File: src/rtl/risc_debug_ctrl.sv
// risc_debug_ctrl: run/step/debug controller for the RISC_SPM core.
// It produces a single-cycle CPU clock-enable in the board clock domain.
// It also provides run-rate selection, debounced step and page keys, an
// enable-pulse counter and a paged register view for eight hex digits.
// Optional macro RISC_DBG_BREAKPOINT_EN adds the PC breakpoint, the BREAK
// state and the skip flag. Without it, BREAK is unreachable and brk_hit_o is 0.
module risc_debug_ctrl #(
    parameter int DATA_W          = 8,
    parameter int WORD_W          = 10,
    parameter int NUM_REGS        = 4,
    parameter int RUN_DIV         = 25000000,
    parameter int DEBOUNCE_CYCLES = 500000,
    parameter int CNT_W           = 16
) (
    input  logic                       clk_i,
    input  logic                       rst_ni,
    input  logic                       run_sw_i,
    input  logic                       step_btn_i,
    input  logic                       page_btn_i,
    input  logic [1:0]                 div_sel_i,
    input  logic                       bp_arm_i,
    input  logic [DATA_W-1:0]          bp_addr_i,
    input  logic [DATA_W-1:0]          pc_i,
    input  logic [3:0]                 state_i,
    input  logic [NUM_REGS*DATA_W-1:0] regs_flat_i,
    output logic                       cpu_en_o,
    output logic [31:0]                digits_o,
    output logic [2:0]                 page_o,
    output logic                       halted_o,
    output logic                       brk_hit_o,
    output logic [CNT_W-1:0]           en_count_o
);

    localparam int DIV_W = $clog2(RUN_DIV);
    localparam int DB_W  = (DEBOUNCE_CYCLES > 1) ? $clog2(DEBOUNCE_CYCLES) : 1;
    localparam logic [DB_W-1:0]  DB_LAST   = DB_W'(DEBOUNCE_CYCLES - 1);
    localparam logic [DIV_W:0]   RUN_DIV_V = (DIV_W + 1)'(RUN_DIV);
    localparam logic [2:0]       LAST_PAGE = 3'(NUM_REGS / 2 - 1);

    typedef enum logic [1:0] {ST_HALT, ST_RUN, ST_BREAK} state_t;

    state_t             state_q, state_d;
    logic               skip_q, skip_d;
    logic               cpuEn_q, cpuEn_d;
    logic [CNT_W-1:0]   enCount_q;
    logic [DIV_W-1:0]   divCnt_q;
    logic [DIV_W:0]     tcMinus1;
    logic               divReq;
    logic               bpMatch;
    logic               unusedSink;
    logic [2:0]         page_q;
    logic [31:0]        digits_q;

    // Button index 0 is the step key and index 1 is the page key.
    logic [1:0]         rawBtn;
    logic [1:0]         sync1_q, sync2_q, deb_q, debDel_q, pulse_q;
    logic [DB_W-1:0]    dbCnt_q [2];
    logic [7:0]         regByte [16];

    assign rawBtn = {page_btn_i, step_btn_i};

    // Two-flop synchronizer, stability counter and registered rising-edge pulse per key
    always_ff @(posedge clk_i or negedge rst_ni) begin
        if (!rst_ni) begin
            sync1_q  <= '0;
            sync2_q  <= '0;
            deb_q    <= '0;
            debDel_q <= '0;
            pulse_q  <= '0;
            for (int b = 0; b < 2; b++) dbCnt_q[b] <= '0;
        end else begin
            for (int b = 0; b < 2; b++) begin
                sync1_q[b]  <= rawBtn[b];
                sync2_q[b]  <= sync1_q[b];
                debDel_q[b] <= deb_q[b];
                pulse_q[b]  <= deb_q[b] & ~debDel_q[b];
                if (sync2_q[b] == deb_q[b]) begin
                    dbCnt_q[b] <= '0;
                end else if (dbCnt_q[b] == DB_LAST) begin
                    deb_q[b]   <= sync2_q[b];
                    dbCnt_q[b] <= '0;
                end else begin
                    dbCnt_q[b] <= dbCnt_q[b] + DB_W'(1);
                end
            end
        end
    end

    // The terminal count follows div_sel at once, so a count already past it fires next
    assign tcMinus1 = (RUN_DIV_V >> div_sel_i) - (DIV_W + 1)'(1);
    assign divReq   = (state_q == ST_RUN) && ({1'b0, divCnt_q} >= tcMinus1);

`ifdef RISC_DBG_BREAKPOINT_EN
    assign bpMatch    = bp_arm_i && (pc_i == bp_addr_i) && !skip_q;
    assign unusedSink = (WORD_W < 0);
`else
    assign bpMatch    = 1'b0;
    assign unusedSink = (^{bp_arm_i, bp_addr_i, skip_q}) | (WORD_W < 0);
`endif

    // Divider runs only in RUN and wraps when it requests an enable
    always_ff @(posedge clk_i or negedge rst_ni) begin
        if (!rst_ni) begin
            divCnt_q <= '0;
        end else if (state_q != ST_RUN || divReq) begin
            divCnt_q <= '0;
        end else begin
            divCnt_q <= divCnt_q + DIV_W'(1);
        end
    end

    // FSM, skip flag and enable registers
    always_ff @(posedge clk_i or negedge rst_ni) begin
        if (!rst_ni) begin
            state_q   <= ST_HALT;
            skip_q    <= 1'b0;
            cpuEn_q   <= 1'b0;
            enCount_q <= '0;
        end else begin
            state_q   <= state_d;
            skip_q    <= skip_d;
            cpuEn_q   <= cpuEn_d;
            enCount_q <= enCount_q + CNT_W'(cpuEn_d);
        end
    end

    // Next state and enable decision; skip clears once the first enable of a run is issued
    always_comb begin
        state_d = state_q;
        skip_d  = skip_q;
        cpuEn_d = 1'b0;
        case (state_q)
            ST_HALT: begin
                cpuEn_d = pulse_q[0];
                if (run_sw_i) begin
                    state_d = ST_RUN;
                    skip_d  = 1'b1;
                end
            end
            ST_RUN: begin
                if (cpuEn_q) skip_d = 1'b0;
                cpuEn_d = divReq && !bpMatch;
                if (!run_sw_i)    state_d = ST_HALT;
                else if (bpMatch) state_d = ST_BREAK;
            end
            ST_BREAK: begin
                cpuEn_d = pulse_q[0];
                if (!run_sw_i) state_d = ST_HALT;
            end
            default: state_d = ST_HALT;
        endcase
        if (cpuEn_q) cpuEn_d = 1'b0;
    end

    // Display page advances on each page-key pulse in any state
    always_ff @(posedge clk_i or negedge rst_ni) begin
        if (!rst_ni) begin
            page_q <= '0;
        end else if (pulse_q[1]) begin
            page_q <= (page_q == LAST_PAGE) ? 3'd0 : page_q + 3'd1;
        end
    end

    // Low byte of each register, padded to 16 entries so {page,bit} indexes cleanly
    for (genvar g = 0; g < 16; g++) begin : gRegByte
        if (g < NUM_REGS) begin : gUsed
            assign regByte[g] = regs_flat_i[g*DATA_W +: 8];
        end else begin : gPad
            assign regByte[g] = 8'h00;
        end
    end

    // Registered digit image: PC, core state, page, then the selected register pair
    always_ff @(posedge clk_i or negedge rst_ni) begin
        if (!rst_ni) begin
            digits_q <= '0;
        end else begin
            digits_q <= {pc_i[7:0], state_i, 1'b0, page_q,
                         regByte[{page_q, 1'b1}], regByte[{page_q, 1'b0}]};
        end
    end

    assign cpu_en_o   = cpuEn_q;
    assign en_count_o = enCount_q;
    assign page_o     = page_q;
    assign digits_o   = digits_q;
    assign halted_o   = (state_q != ST_RUN);
    assign brk_hit_o  = (state_q == ST_BREAK);

endmodule

File: config.mk
export PLATFORM = sky130hd
export DESIGN_NAME = risc_debug_ctrl
export DESIGN_NICKNAME = d
export VERILOG_FILES = /design/src/rtl/risc_debug_ctrl.sv
export SDC_FILE = /design/constraint.sdc
export NUM_CORES = 1
export LEC_CHECK = 0
export ABC_AREA = 1
export CORE_AREA = 2 2 166 168
export CTS_BUF_LIST = sky130_fd_sc_hd__clkbuf_16
export DETAILED_ROUTE_END_ITERATION = 16
export DIE_AREA = 0 0 168 170
export GPL_ROUTABILITY_DRIVEN = 0
export GPL_TIMING_DRIVEN = 0
export PLACE_DENSITY = 0.43
export SLEW_MARGIN = 20
export SYNTH_ARGS = -nofsm -noshare
export SYNTH_HDL_FRONTEND = slang
export SYNTH_SLANG_ARGS = --single-unit
export TNS_END_PERCENT = 20
File: constraint.sdc
create_clock -name clk_i -period 4.7 [get_ports clk_i]
set_input_delay 0.47 -clock clk_i [delete_from_list [all_inputs] [get_ports clk_i]]
set_output_delay 0.47 -clock clk_i [all_outputs]
set_load 0.005 [all_outputs]
-- Yosys cells after proc, flatten, opt, wreduce, memory -nomap -nowiden
Cells that the tools add are included.
- output and inout bits: 54
- input port bits: 60
- flip-flop bits (word level): 126
- word-level logic and storage cells: 67
- add/subtract/negate cells: 6
- $lt $le $gt $ge: 3
- equality and inequality tests: 10
- reductions and logical operators: 8
- shifts and indexed selects: 1
- bitwise logic cells: 8
- mux-type cells: 17
- operator list (kind ; number):
    $mux W19 ; 4
    $bmux W8 S4 ; 2
    $add A19 B1 Y19 const B ; 2
    $eq A19 B19 Y1 const B ; 2
    $mux W8 ; 4
    $ge A25 B26 Y1 ; 1
    $shr A25 B2 Y26 const A ; 1
    $sub A26 B1 Y26 const B ; 1
    $add A25 B1 Y25 const B ; 1
    $mux W25 ; 1
    $add A16 B1 Y16 ; 1
    $ge A5 B5 Y1 const B ; 2
    $not A4 Y5 ; 2
    $reduce_and A2 Y1 ; 3
    $mux W2 ; 2
    $ne A2 B2 Y1 const B ; 2
    $not A1 Y1 ; 4
    $pmux W2 S2 ; 1
    $reduce_or A2 Y1 ; 2
    $add A3 B1 Y3 const B ; 1
    $eq A3 B1 Y1 const B ; 1
    $mux W3 ; 1
    $and A1 B1 Y1 ; 2
    $eq A1 B1 Y1 ; 2
    other kinds (8) ; 8

-- Logic depth before layout (Yosys ltp)
- word-level depth: 7
- gate-level depth with buffers: 20
- depth with buffers taken out: 19

-- Worst setup path before layout
No wires, ideal clock.
- path kind: input to register
- start point: input port div_sel_i[0]
- end point: register enCount_q[14], in the netlist en_count_o[14]
- setup time: 79 ps
- setup slack: 1821 ps
- stages: 20
- buffers on the path: 1
- data required time: 4621 ps
- data arrival time: 2800 ps
- path through: buf_6 inv_1 nor2_1 inv_1 ha_1 nand3_1 nor2_1 nand3_1 nor2_1 nand2_1 nand3_4 nand2_1 inv_1 ha_1 ha_1 nand2_1 nor2_1 nand4_1 nor3_1 xor2_1
- word-level cells in the longest chain between the ends: 7
- RTL lines (element ; RTL line ; source):
    start, declared ; 20 ; input logic [1:0] div_sel_i,
    $shr A25 B2 Y26 ; 90 ; assign tcMinus1 = (RUN_DIV_V >> div_sel_i) - (DIV_W + 1)'(1);
    $sub A26 B1 Y26 ; 90 ;
    $ge A25 B26 Y1 ; 91 ; assign divReq = (state_q == ST_RUN) && ({1'b0, divCnt_q} >= tcMinus1);
    $logic_and A1 B1 Y1 ; 91 ;
    $pmux W1 S2 ; 132 ; case (state_q)
    $mux W1 ; 152 ; if (cpuEn_q) cpuEn_d = 1'b0;
    via cpuEn_d ; 44 ; logic cpuEn_q, cpuEn_d;
    $add A16 B1 Y16 ; 123 ; enCount_q <= enCount_q + CNT_W'(cpuEn_d);
    end signal, assigned ; 123 ;
    end, declared ; 45 ; logic [CNT_W-1:0] enCount_q;
The timed path passes the listed nets, and every way through them passes these cells.
A chain may end at the register's enable or synchronous reset.

-- Final worst setup path
- start point: input port div_sel_i[1]
- end point: register enCount_q[14], in the netlist en_count_o[14]
Same word-level chain as after synthesis.

==> run_results.csv <==
group,metric,value,unit
logic_synthesis,synth_commonest_cells,"nor2_1 (175), nand2_1 (155), dfrtp_1 (125)",
pwr,fin_total_pwr,2.68,mW
critical_path,critical_path_required,5.05,ns
flow_run,maxCapViolCount,0,
logic_synthesis,synth_top_cells_by_area,"dfrtp_1 (49%), nor2_1 (10%), nand2_1 (9.1%)",
timing,min_period,3.43,ns
critical_path,cp-start-kind,"primary input",
routing,ant_nets,0,
critical_path,critical_path.max_stage_delay,0.46,ns
routing,finalWirelength,16300,µm
clocking,clkTransAtPathRegs,0.06,ns
logic_synthesis,synth_area_per_cell,8.15,µm²
critical_path,r2r_slack,1.72,ns
critical_path,critical_path_class,"in2reg",
logic_synthesis,synthCells,781,
floorplan,rows,60,
timing,fmax,291,MHz
timing,fin_hold_ws,0.149,ns
routing,drc,0,
pwr,ir_drop,178,µV
clocking,cts_buffers,17,
timing,tightest_slew,0.556,ns
floorplan,core_area,26700,µm²
finish,drive_above_1_share,0.0643,
timing,rsz0062_at_grt,"false",
grt,first_global_vias,5337,
finish,layout.nets,985,
finish,area_growth,32.3,%
logic_synthesis,synthArstFlopShare,1.00,
timing,finalSetupViolations,0,
logic_synthesis,synth_warnings,0,
routing,dr.pass1.iters,4,
clocking,hold_buffers,1,
timing,fin_ws,1.27,ns
logic_synthesis,ys_seq_area_frac,0.492,
clocking,insertion_delay,0.42,ns
critical_path,r2r_cells,16,
clocking,cts_tree,"built",
routing,drt-initial-drc-count,277,
pwr,power.density,319,nW/µm²
finish,fin_cells,1258,
timing,finalSetupTns,0,ns
routing,vias,5227,
clocking,clock-sinks,125,
floorplan,ioPinCount,114,
finish,diodes,0,
timing,drv_slew,0,
clocking,cts-htree-levels,4,
critical_path,r2r-end,"en_count_o[14]$_DFF_PN0_",
critical_path,cp.arrival,3.78,ns
grt,gr-total-overflow,0,
clocking,post-cts-setup-buffer-count,0,
timing,hold_viol,0,
min_path,min_from,"run_sw_i",
critical_path,cpMostUsedCell,"nor2_1",
critical_path,path_buf_inv,4,
grt,grt_util_all_layers,0.122,
timing,fin_skew,0.0115,ns
logic_synthesis,synth_flop_cell,"dfrtp_1",
routing,via_per_inst,4.16,
finish,final_area,8410,µm²
clocking,clock_path_buffers,2,
timing,fin_crit_sh,0.730,
min_path,holdPathStages,1,
grt,grt_antenna_before_repair,0,
outcome,status,"finished, final reports clean",
floorplan,fp.dieArea,28600,µm²
logic_synthesis,syn-cell-area,6360,µm²
logic_synthesis,synth_edf_count,0,
logic_synthesis,synth_top_area_frac,0.492,
floorplan,initial_core_util,0.239,
grt,grt_pass1_wl,27400,µm
critical_path,cp_max_fo,8,
routing,avgRoutedWirePerCell,13.0,µm
placement,dpl.cell_count,1225,
grt,grt_max_degree,82,
placement,io_buffers,100,
logic_synthesis,synth-seq-cells,125,
pwr,p_leak,3.71,nW
critical_path,cp-end-kind,"register",
critical_path,cp_slowest_cell,"clkdlybuf4s50_1",
logic_synthesis,yosysUniqueCellTypes,36,
clocking,cts_resized,0,
placement,dp_hpwl,12400,µm
floorplan,die_w,168,µm
finish,final_core_utilization,0.316,
min_path,hold_end,"state_q[0]$_DFFE_PN0P_",
floorplan,die_h,170,µm
critical_path,timing.rr.start,"divCnt_q[21]$_DFF_PN0_",
placement,dp_slack,0.779,ns
clocking,root_buffer,"clkbuf_16",
logic_synthesis,synthMostInstantiatedCell,"nor2_1",
critical_path,cp_top_family,"simple AND/OR/NAND/NOR gates",
timing,slew_headroom,0.629,
logic_synthesis,yosys.area.top_type,"dfrtp_1",
critical_path,critical_path.cell_chain,"clkdlybuf4s50_1, buf_6, nor2_1, inv_1, ha_1, nand3_1, nor2_1, nand3_1, nor2_1, nand2_1, nand3_4, nand2_1, inv_1, ha_1, ha_1, nand2_1, nor2_1, nand4_1, nor3_1, xor2_1",
min_path,hold_class,"in2reg",
placement,placed_cell_area,7830,µm²
[worst max-delay path by stage]
stage                                     endpoint          from  slack (ns)  cells after the start
after global routing      en_count_o[14]$_DFF_PN0_  div_sel_i[1]        0.84                     20
after global placement      digits_o[24]$_DFF_PN0_        rst_ni       -2.41                      1
after CTS                 en_count_o[14]$_DFF_PN0_  div_sel_i[1]        1.21                     20
after detailed placement  en_count_o[14]$_DFF_PN0_  div_sel_i[1]        0.78                     20
after floorplan           en_count_o[14]$_DFF_PN0_  div_sel_i[0]        1.82                     20
final                     en_count_o[14]$_DFF_PN0_  div_sel_i[1]        1.27                     20
[sequential cells by signal, indices dropped and copies added (netlist names)]
name and cells:
sync2_q 2, state_q 1, page_o 3, deb_q 2
dbCnt_q 38, en_count_o 16, digits_o 31, debDel_q 2
cpu_en_o 1, sync1_q 2, pulse_q 2, divCnt_q 25
[cell type report]
type | instances | area (µm²)
well taps | 341 | 427
clock buffers | 17 | 425
plain buffers | 14 | 91.3
clock inverters | 15 | 149
repair buffers | 102 | 1040
fillers | 2807 | 18200
inverters | 92 | 345
flip-flops and latches | 125 | 3130
multi-input cells | 552 | 2810
[cells by family after synthesis]
| kind of cell | Yosys count | share of synthesized area |
|---|---|---|
| and+or+nand+nor | 458 | 0.315 |
| DFF | 125 | 0.492 |
| buffers and inverters | 106 | 0.0686 |
| xor gates and xnor gates | 44 | 0.0606 |
| AOI/OAI and AO/OA | 26 | 0.0224 |
| adders and majority gates | 21 | 0.0413 |
| other | 1 | 0.000589 |
[report_power, final]
| group | switching [mW] | internal (mW) |
|---|---|---|
| combinational | 0.0999 | 0.135 |
| sequential | 0.0382 | 1.12 |
| clock | 0.507 | 0.777 |
| total | 0.645 | 2.03 |
[cells in the final DEF, fill, tap and decap left out, drive strengths merged, types with 21 or more instances in the layout]
master,instances
clkbuf,23
clkdlybuf4s50,99
dfrtp,125
ha,21
inv,92
nand2,158
nand3,52
nand4,23
nor2,182
nor3,35
xor2,35
[layer usage]
metal  track usage  part of all wire
met4        0.0291            0.0083
met1         0.158              0.49
met3        0.0298             0.029
met5             0                 0
met2         0.204              0.48
Note: power is estimated with default switching activity, not from simulation.
